**src/rtl/song_sequencer.sv**
```systemverilog
// Song playback sequencer: walks note entries in song RAM and holds each note for its duration.
// Optional looping on end marker is enabled with `define SONG_LOOP_EN (adds input loop_en).
module song_sequencer #(
    parameter int          ADDR_W      = 14,
    parameter int          DATA_W      = 32,
    parameter int unsigned TICK_CYCLES = 12_500_000,
    parameter int unsigned GAP_CYCLES  = 1_000_000,
    parameter int unsigned MAX_NOTES   = 1024
) (
    input  logic              clk,
    input  logic              rst_n,
    input  logic              start,
    input  logic              stop,
    input  logic              pause,
`ifdef SONG_LOOP_EN
    input  logic              loop_en,
`endif
    input  logic [ADDR_W-1:0] song_base,
    output logic [ADDR_W-1:0] mem_addr,
    input  logic [DATA_W-1:0] mem_rdata,
    output logic [3:0]        note_code,
    output logic [1:0]        octave,
    output logic              note_valid,
    output logic              busy,
    output logic              done,
    output logic [ADDR_W-1:0] note_index
);

    typedef enum logic [2:0] {
        S_IDLE,
        S_FETCH,
        S_WAIT,
        S_DECODE,
        S_PLAY,
        S_GAP,
        S_DONE
    } state_t;

    // A zero-length gap still spends one cycle in GAP.
    localparam logic [31:0] GAP_LOAD =
        (GAP_CYCLES == 0) ? 32'd0 : 32'(GAP_CYCLES - 1);

    state_t            state, state_next;
    logic [ADDR_W-1:0] base_q, base_next;
    logic [ADDR_W-1:0] addr_next, index_next;
    logic [3:0]        code_next;
    logic [1:0]        octave_next;
    logic              valid_next, done_next;
    logic [31:0]       cnt, cnt_next;

    logic [3:0]        ent_note;
    logic [1:0]        ent_oct;
    logic [3:0]        ent_dur;
    logic              ent_end;
    logic [31:0]       play_load;
    logic              last_note;
    logic              do_loop;
    logic              rdata_unused;

    assign ent_note  = mem_rdata[3:0];
    assign ent_oct   = mem_rdata[5:4];
    assign ent_dur   = mem_rdata[9:6];
    assign ent_end   = (ent_note == 4'hF) || (ent_dur == 4'h0);
    assign play_load = 32'(ent_dur) * TICK_CYCLES - 32'd1;
    assign last_note = (32'(note_index) + 32'd1) == MAX_NOTES;
    assign rdata_unused = ^mem_rdata[DATA_W-1:10];

`ifdef SONG_LOOP_EN
    assign do_loop = loop_en;
`else
    assign do_loop = 1'b0;
`endif

    assign busy = (state != S_IDLE) && (state != S_DONE);

    // State and output registers; everything returns to silent idle on reset.
    always_ff @(posedge clk or negedge rst_n) begin
        if (!rst_n) begin
            state      <= S_IDLE;
            base_q     <= '0;
            mem_addr   <= '0;
            note_index <= '0;
            note_code  <= '0;
            octave     <= '0;
            note_valid <= 1'b0;
            done       <= 1'b0;
            cnt        <= '0;
        end else begin
            state      <= state_next;
            base_q     <= base_next;
            mem_addr   <= addr_next;
            note_index <= index_next;
            note_code  <= code_next;
            octave     <= octave_next;
            note_valid <= valid_next;
            done       <= done_next;
            cnt        <= cnt_next;
        end
    end

    // Next-state and next-output logic; stop overrides everything at the end.
    always_comb begin
        state_next  = state;
        base_next   = base_q;
        addr_next   = mem_addr;
        index_next  = note_index;
        code_next   = note_code;
        octave_next = octave;
        valid_next  = note_valid;
        done_next   = 1'b0;
        cnt_next    = cnt;

        unique case (state)
            S_IDLE, S_DONE: begin
                if (start) begin
                    base_next  = song_base;
                    addr_next  = song_base;
                    index_next = '0;
                    state_next = S_FETCH;
                end
            end
            S_FETCH: begin
                if (!pause) state_next = S_WAIT;
            end
            S_WAIT: begin
                if (!pause) state_next = S_DECODE;
            end
            S_DECODE: begin
                if (!pause) begin
                    if (ent_end && do_loop) begin
                        addr_next  = base_q;
                        index_next = '0;
                        state_next = S_FETCH;
                    end else if (ent_end) begin
                        code_next   = '0;
                        octave_next = '0;
                        valid_next  = 1'b0;
                        done_next   = 1'b1;
                        state_next  = S_DONE;
                    end else begin
                        code_next   = ent_note;
                        octave_next = ent_oct;
                        valid_next  = (ent_note >= 4'd1) && (ent_note <= 4'd7);
                        cnt_next    = play_load;
                        state_next  = S_PLAY;
                    end
                end
            end
            S_PLAY: begin
                if (!pause) begin
                    if (cnt == 32'd0) begin
                        code_next  = '0;
                        valid_next = 1'b0;
                        cnt_next   = GAP_LOAD;
                        state_next = S_GAP;
                    end else begin
                        cnt_next = cnt - 32'd1;
                    end
                end
            end
            S_GAP: begin
                if (!pause) begin
                    if (cnt != 32'd0) begin
                        cnt_next = cnt - 32'd1;
                    end else if (last_note) begin
                        code_next   = '0;
                        octave_next = '0;
                        valid_next  = 1'b0;
                        done_next   = 1'b1;
                        state_next  = S_DONE;
                    end else begin
                        addr_next  = mem_addr + 1'b1;
                        index_next = note_index + 1'b1;
                        state_next = S_FETCH;
                    end
                end
            end
            default: state_next = S_IDLE;
        endcase

        if (stop) begin
            state_next  = S_IDLE;
            addr_next   = '0;
            index_next  = '0;
            code_next   = '0;
            octave_next = '0;
            valid_next  = 1'b0;
            done_next   = 1'b0;
            cnt_next    = '0;
        end
    end

endmodule

```
**config.mk**
```make
export PLATFORM = sky130hd
export DESIGN_NAME = song_sequencer
export DESIGN_NICKNAME = d
export VERILOG_FILES = /design/src/rtl/song_sequencer.sv
export SDC_FILE = /design/constraint.sdc
export NUM_CORES = 1
export LEC_CHECK = 0
export ABC_AREA = 1
export CORE_ASPECT_RATIO = 0.5
export CORE_MARGIN = 1.5
export CORE_UTILIZATION = 50
export CTS_BUF_LIST = sky130_fd_sc_hd__clkbuf_4
export DETAILED_ROUTE_END_ITERATION = 6
export PLACE_DENSITY = 0.74
export SETUP_SLACK_MARGIN = 0.3
export SYNTH_ARGS = -nofsm -noshare
export SYNTH_HDL_FRONTEND = slang
export SYNTH_SLANG_ARGS = --single-unit
export TNS_END_PERCENT = 20
```
**constraint.sdc**
```tcl
create_clock -name clk -period 2.4 [get_ports clk]
set_input_delay 0.48 -clock clk [delete_from_list [all_inputs] [get_ports clk]]
set_output_delay 0.48 -clock clk [all_outputs]
set_load 0.005 [all_outputs]
```
After elaboration in Yosys (flattened, before gate mapping)
Cells that the tools add are included.
Storage, ports and cells
  register bits: 71
Cells by class
  magnitude comparators: 2
  $add $sub $neg: 5
  eq/ne operators: 21
  mux-type cells: 64
  multiply operators: 1
  reduce and logical (&&, ||, !) cells: 17
Operators with widths (count)
  2-to-1 mux 32 bit: 7
  2-to-1 mux 14 bit: 10
  case mux 32 bit (3 select lines): 1
  case mux 14 bit (2 select lines): 2
  != test 3 bit, second input constant: 13
  zero test 32 bit: 1
  2-to-1 mux 4 bit: 8
  nonzero test 32 bit: 1
  subtractor 32 x 1 -> 32 bit, second input constant: 1
  2-to-1 mux 3 bit: 10
  subtractor 28 x 1 -> 29 bit, second input constant: 1
  adder 14 x 1 -> 14 bit, second input constant: 2
  multiplier 4 x 19 -> 23 bit, second input constant: 1
  case mux 3 bit (6 select lines): 1
  adder 14 x 1 -> 15 bit, second input constant: 1
  equality test 15 x 11 -> 1 bit, second input constant: 1
  2-to-1 mux 1 bit: 14
  2-to-1 mux 2 bit: 7
  case mux 4 bit (3 select lines): 1
  AND reduction 5 bit: 2
  equality test 3 bit, second input constant: 3
  nonzero test 3 bit: 3
  AND reduction 8 bit: 1
  AND reduction 7 bit: 1
  15 further kinds: 17

Longest topological paths before layout
  depth in word-level cells: 7
  mapped depth: 21
  mapped depth without buffers: 21

Worst setup path after synthesis
No wires, ideal clock.
  path type: input to register
  start: input mem_rdata[7]
  end: register cnt[25]
  library setup time: 116 ps
  setup slack: -1008 ps
  arrival time: 3291 ps
  stages: 18
  path through: fa_1 > fa_1 > inv_1 > fa_1 > inv_1 > nand3_1 > nand2_1 > nand2_1 > nand3_1 > nand2_1 > nor2_1 > nand3_1 > nor2_1 > nand2_1 > nand2_1 > nand3_1 > nand2_1 > nand2_1
On the way
  word-level cells in the longest chain between the ends: 6
  elaborated cells between the ends (all ways): 10
RTL lines
  start, declared: line 20  | input logic [DATA_W-1:0] mem_rdata,
  multiplier 4 x 19 -> 23 bit: line 64  | assign play_load = 32'(ent_dur) * TICK_CYCLES - 32'd1;
  subtractor 28 x 1 -> 29 bit: line 64
  2-to-1 mux 32 bit: line 134  | end else if (ent_end) begin
  2-to-1 mux 32 bit: line 129  | if (!pause) begin
  case mux 32 bit (3 select lines): line 113  | unique case (state)
  2-to-1 mux 32 bit: line 181  | if (stop) begin
  end signal, assigned: line 97  | cnt <= cnt_next;
  end, declared: line 49  | logic [31:0] cnt, cnt_next;
Several ways; a longest one is shown, not always the timed one. The select of a mux whose other input is x is not followed.
A chain may end at the register's enable or synchronous reset.

Worst setup path in the final report
  start: input mem_rdata[8]
  end: register cnt[26]
The elaborated chain is that of the path after synthesis.

==> impl_metrics.ini <==
[drt]
drtIter0Drc = 542
wl_per_cell_um = 14.2
drt_pass1_iterations = 5
ant_nets = 0
num_vias = 7600
viasPerCell = 5.34
drc = 0
drt_wl_total_mm = 20.2

[worst_setup_path]
path_max_fanout = 4
cp_cell_sequence = buf_8, fa_2, fa_2, inv_2, fa_2, inv_2, nor2_2, nand4_1, inv_1, nand2_2, nor2_2, nand3_2, nor2_2, nand2_1, nand2_1, nand2_1, nand2_1, nand2_1
slowest_delay_ns = 0.62
cp_slowest_cell = fa_2
end_kind = flip-flop
cpMostUsedCell = nand2_1
arrival_ns = 3.39
critPathLaunchType = primary input
crit_required_ns = 2.74
critPathKind = primary input to flip-flop

[cells_and_area]
post_route_cells_drive_above_1_share_pct = 23.2
area_growth_pct = 34.0
ff_latch_area_mm2 = 0.00178
multi_input_area_mm2 = 0.00486
finalInstanceArea_mm2 = 0.00912
n_antenna_cell = 0
nets = 1340
fill_cells = 1089

[timing]
period_share_pct = 127
max_freq_mhz = 328
hold_viol_final = 0
drv_slew = 0
tightest_slew_ns = 0.424
rsz0062_at_grt = true
setup_viol = 19
finClkSkew_ns = 0.0268
final_period_minus_worst_setup_slack_ns = 3.05
worst_slack_ns = -0.650
slew_headroom_pct = 71.5

[pwr]
vdd_ir_drop_max_uv = 372
p_leak_nw = 4.53
p_per_area_mw_per_mm2 = 815
total_power_mw = 7.43

[die]
start_util_pct = 52.5
die_h_um = 85.5
die_x_um = 168
core_area_mm2 = 0.0130
dieArea_mm2 = 0.0144
num_io_pins = 88
rows = 29

[outcome]
outcome = finished, violations left
failed_checks = negative setup slack

[place]
place_hpwl_mm = 15.5
gp_congestion = 0.961
io_buffers = 65
dpl_cell_area_mm2 = 0.00841

[yosys]
ys_ff_latch = 71
yosys_warnings = 0
synth_top_area_share_pct = 26.1
synth_common_cells = nand2_1, inv_1, nor2_1
synth.most_common_cell = nand2_1
synthDistinctLibCells = 45
syn_area_mm2 = 0.00681
yosysTopAreaCell = dfrtp_1
yosys-top-cells-area = dfrtp_1, nand2_1, nand3_1
synth_seq_area_share_pct = 26.1
synthCells = 1079
syn-num-nets = 1170
synth_flop_cell = dfrtp_1
synth-edff-count = 0
async_flop_share_pct = 100
syn_avg_cell_area_um2 = 6.31

[clock_network]
cts_sinks = 71
ctsRootBufferMaster = clkbuf_4
h-tree-depth = 3
cts_made_buffers = 9
cts.path.max_buffers = 2
worst_skew_pair.late_latency_ns = 0.46
path_clk_slew_ns = 0.15
cts_tree = built

[global_route]
grt_pass1_vias = 7289
grt-ovfl-total = 0
grt_max_degree = 72
grt_pass1_wl_mm = 34.0
antenna_found_initial = 0
gr-usage-all-layers_pct = 29.3

[min_path]
hold_class = primary input to asynchronous set/reset pin

[job]
drv_cap = 0
==> area by class of cell <==
class,instances,share of cell area [%]
clock inverter,7,1.32
sequential,71,19.5
clock buffer,9,0.741
inverter,134,5.54
multi-input combinational,850,53.3
timing repair buffer,183,17.3
tap,170,2.33
==> registers in the layout, summed over array words and instances (netlist names) <==
signal / flops
mem_addr: 14
note_code: 4
note_index: 14
note_valid: 1
octave: 2
done: 1
cnt: 32
state: 3
==> metrics by stage <==
stage               setup WS [ns]  TNS [ns]  cells  hold slack (ns)  utilization [%]
floorplan                  -0.806    -11.94   1079            0.184                -
global placement            -1.58    -35.92   1400            0.460             65.0
detailed placement          -1.66    -38.68   1400            0.461             65.0
CTS                        -0.628     -8.75   1423           0.0400             69.7
global route               -0.791    -11.83   1424           0.0534             70.4
finish                     -0.650     -9.09   1424           0.0399             70.4
==> power by group <==
part / switching, mW / internal, mW
Clock: 0.478 / 0.530
Sequential: 0.438 / 1.53
Combinational: 2.60 / 1.86
Total: 3.51 / 3.92
==> layer usage <==
layer | up-vias | GRT usage [%] | wire length, um
met3 | 44 | 3.65 | 1180
met1 | 3499 | 37.5 | 9090
met5 | - | 0 | 0
met4 | 0 | 9.50 | 442
met2 | 259 | 52.1 | 9510
li1 | 3798 | - | -
==> path summary, 6_finish.rpt <==
check	startpoint	slack [ns]	cells past startpoint	end
worst max register to register	note_index[1]	0.14	12	note_index[1]
worst min-delay path	rst_n	0.04	2	mem_addr[1]
worst max-delay path	mem_rdata[8]	-0.65	18	cnt[26]
min in group clk	octave[0]	0.48	2	octave[0]
max in group asynchronous	rst_n	2.04	2	cnt[13]
worst min register to register	octave[0]	0.48	2	octave[0]
==> repair_timing <==
item                                   CTS  global route
setup endpoints to repair               70            72
cloned                                   0             0
resized for setup                      122            25
pin swaps                               94            25
buffers inserted                         7             1
endpoints found under the hold margin    0             0
hold buffers                             0             0
==> worst max-delay path: cells and delay by family <==
kind / cells / cell delay [ns]
adder cells (fa/ha/maj): 3 / 1.65
AND/OR/NAND/NOR: 11 / 0.94
buffers and inverters: 4 / 0.31
==> cell usage in the layout (no fill, tap or decap), drive strengths merged <==
cell and count:
a21boi 1, a21oi 25, a22o 1, a311oi 1, a31o 1, a31oi 1
and3 3, buf 122, bufinv 3, clkbuf 9, clkdlybuf4s50 59, clkinv 3
clkinvlp 1, dfrtp 71, dlygate4sd2 2, fa 8, ha 32, inv 134
nand2 362, nand3 107, nand3b 3, nand4 30, nor2 133, nor3 22
nor4 2, o211ai 5, o21ai 58, o21bai 2, o221ai 1, o22ai 5
o31ai 3, or2 2, xnor2 5, xor2 37
==> kinds of logic (layout without fill, tap and decap cells) <==
kind of cell               after synthesis  after routing  share of synthesized area, %
DFF                                     71             71                          26.1
xor gates and xnor gates                42             42                          5.63
AOI/OAI and AO/OA                      104            104                          8.44
adders and majority gates               40             40                          8.24
and+or+nand+nor                        664            664                          42.2
buffers and inverters                  158            333                          9.39
Note: power is estimated with default switching activity, not from simulation.
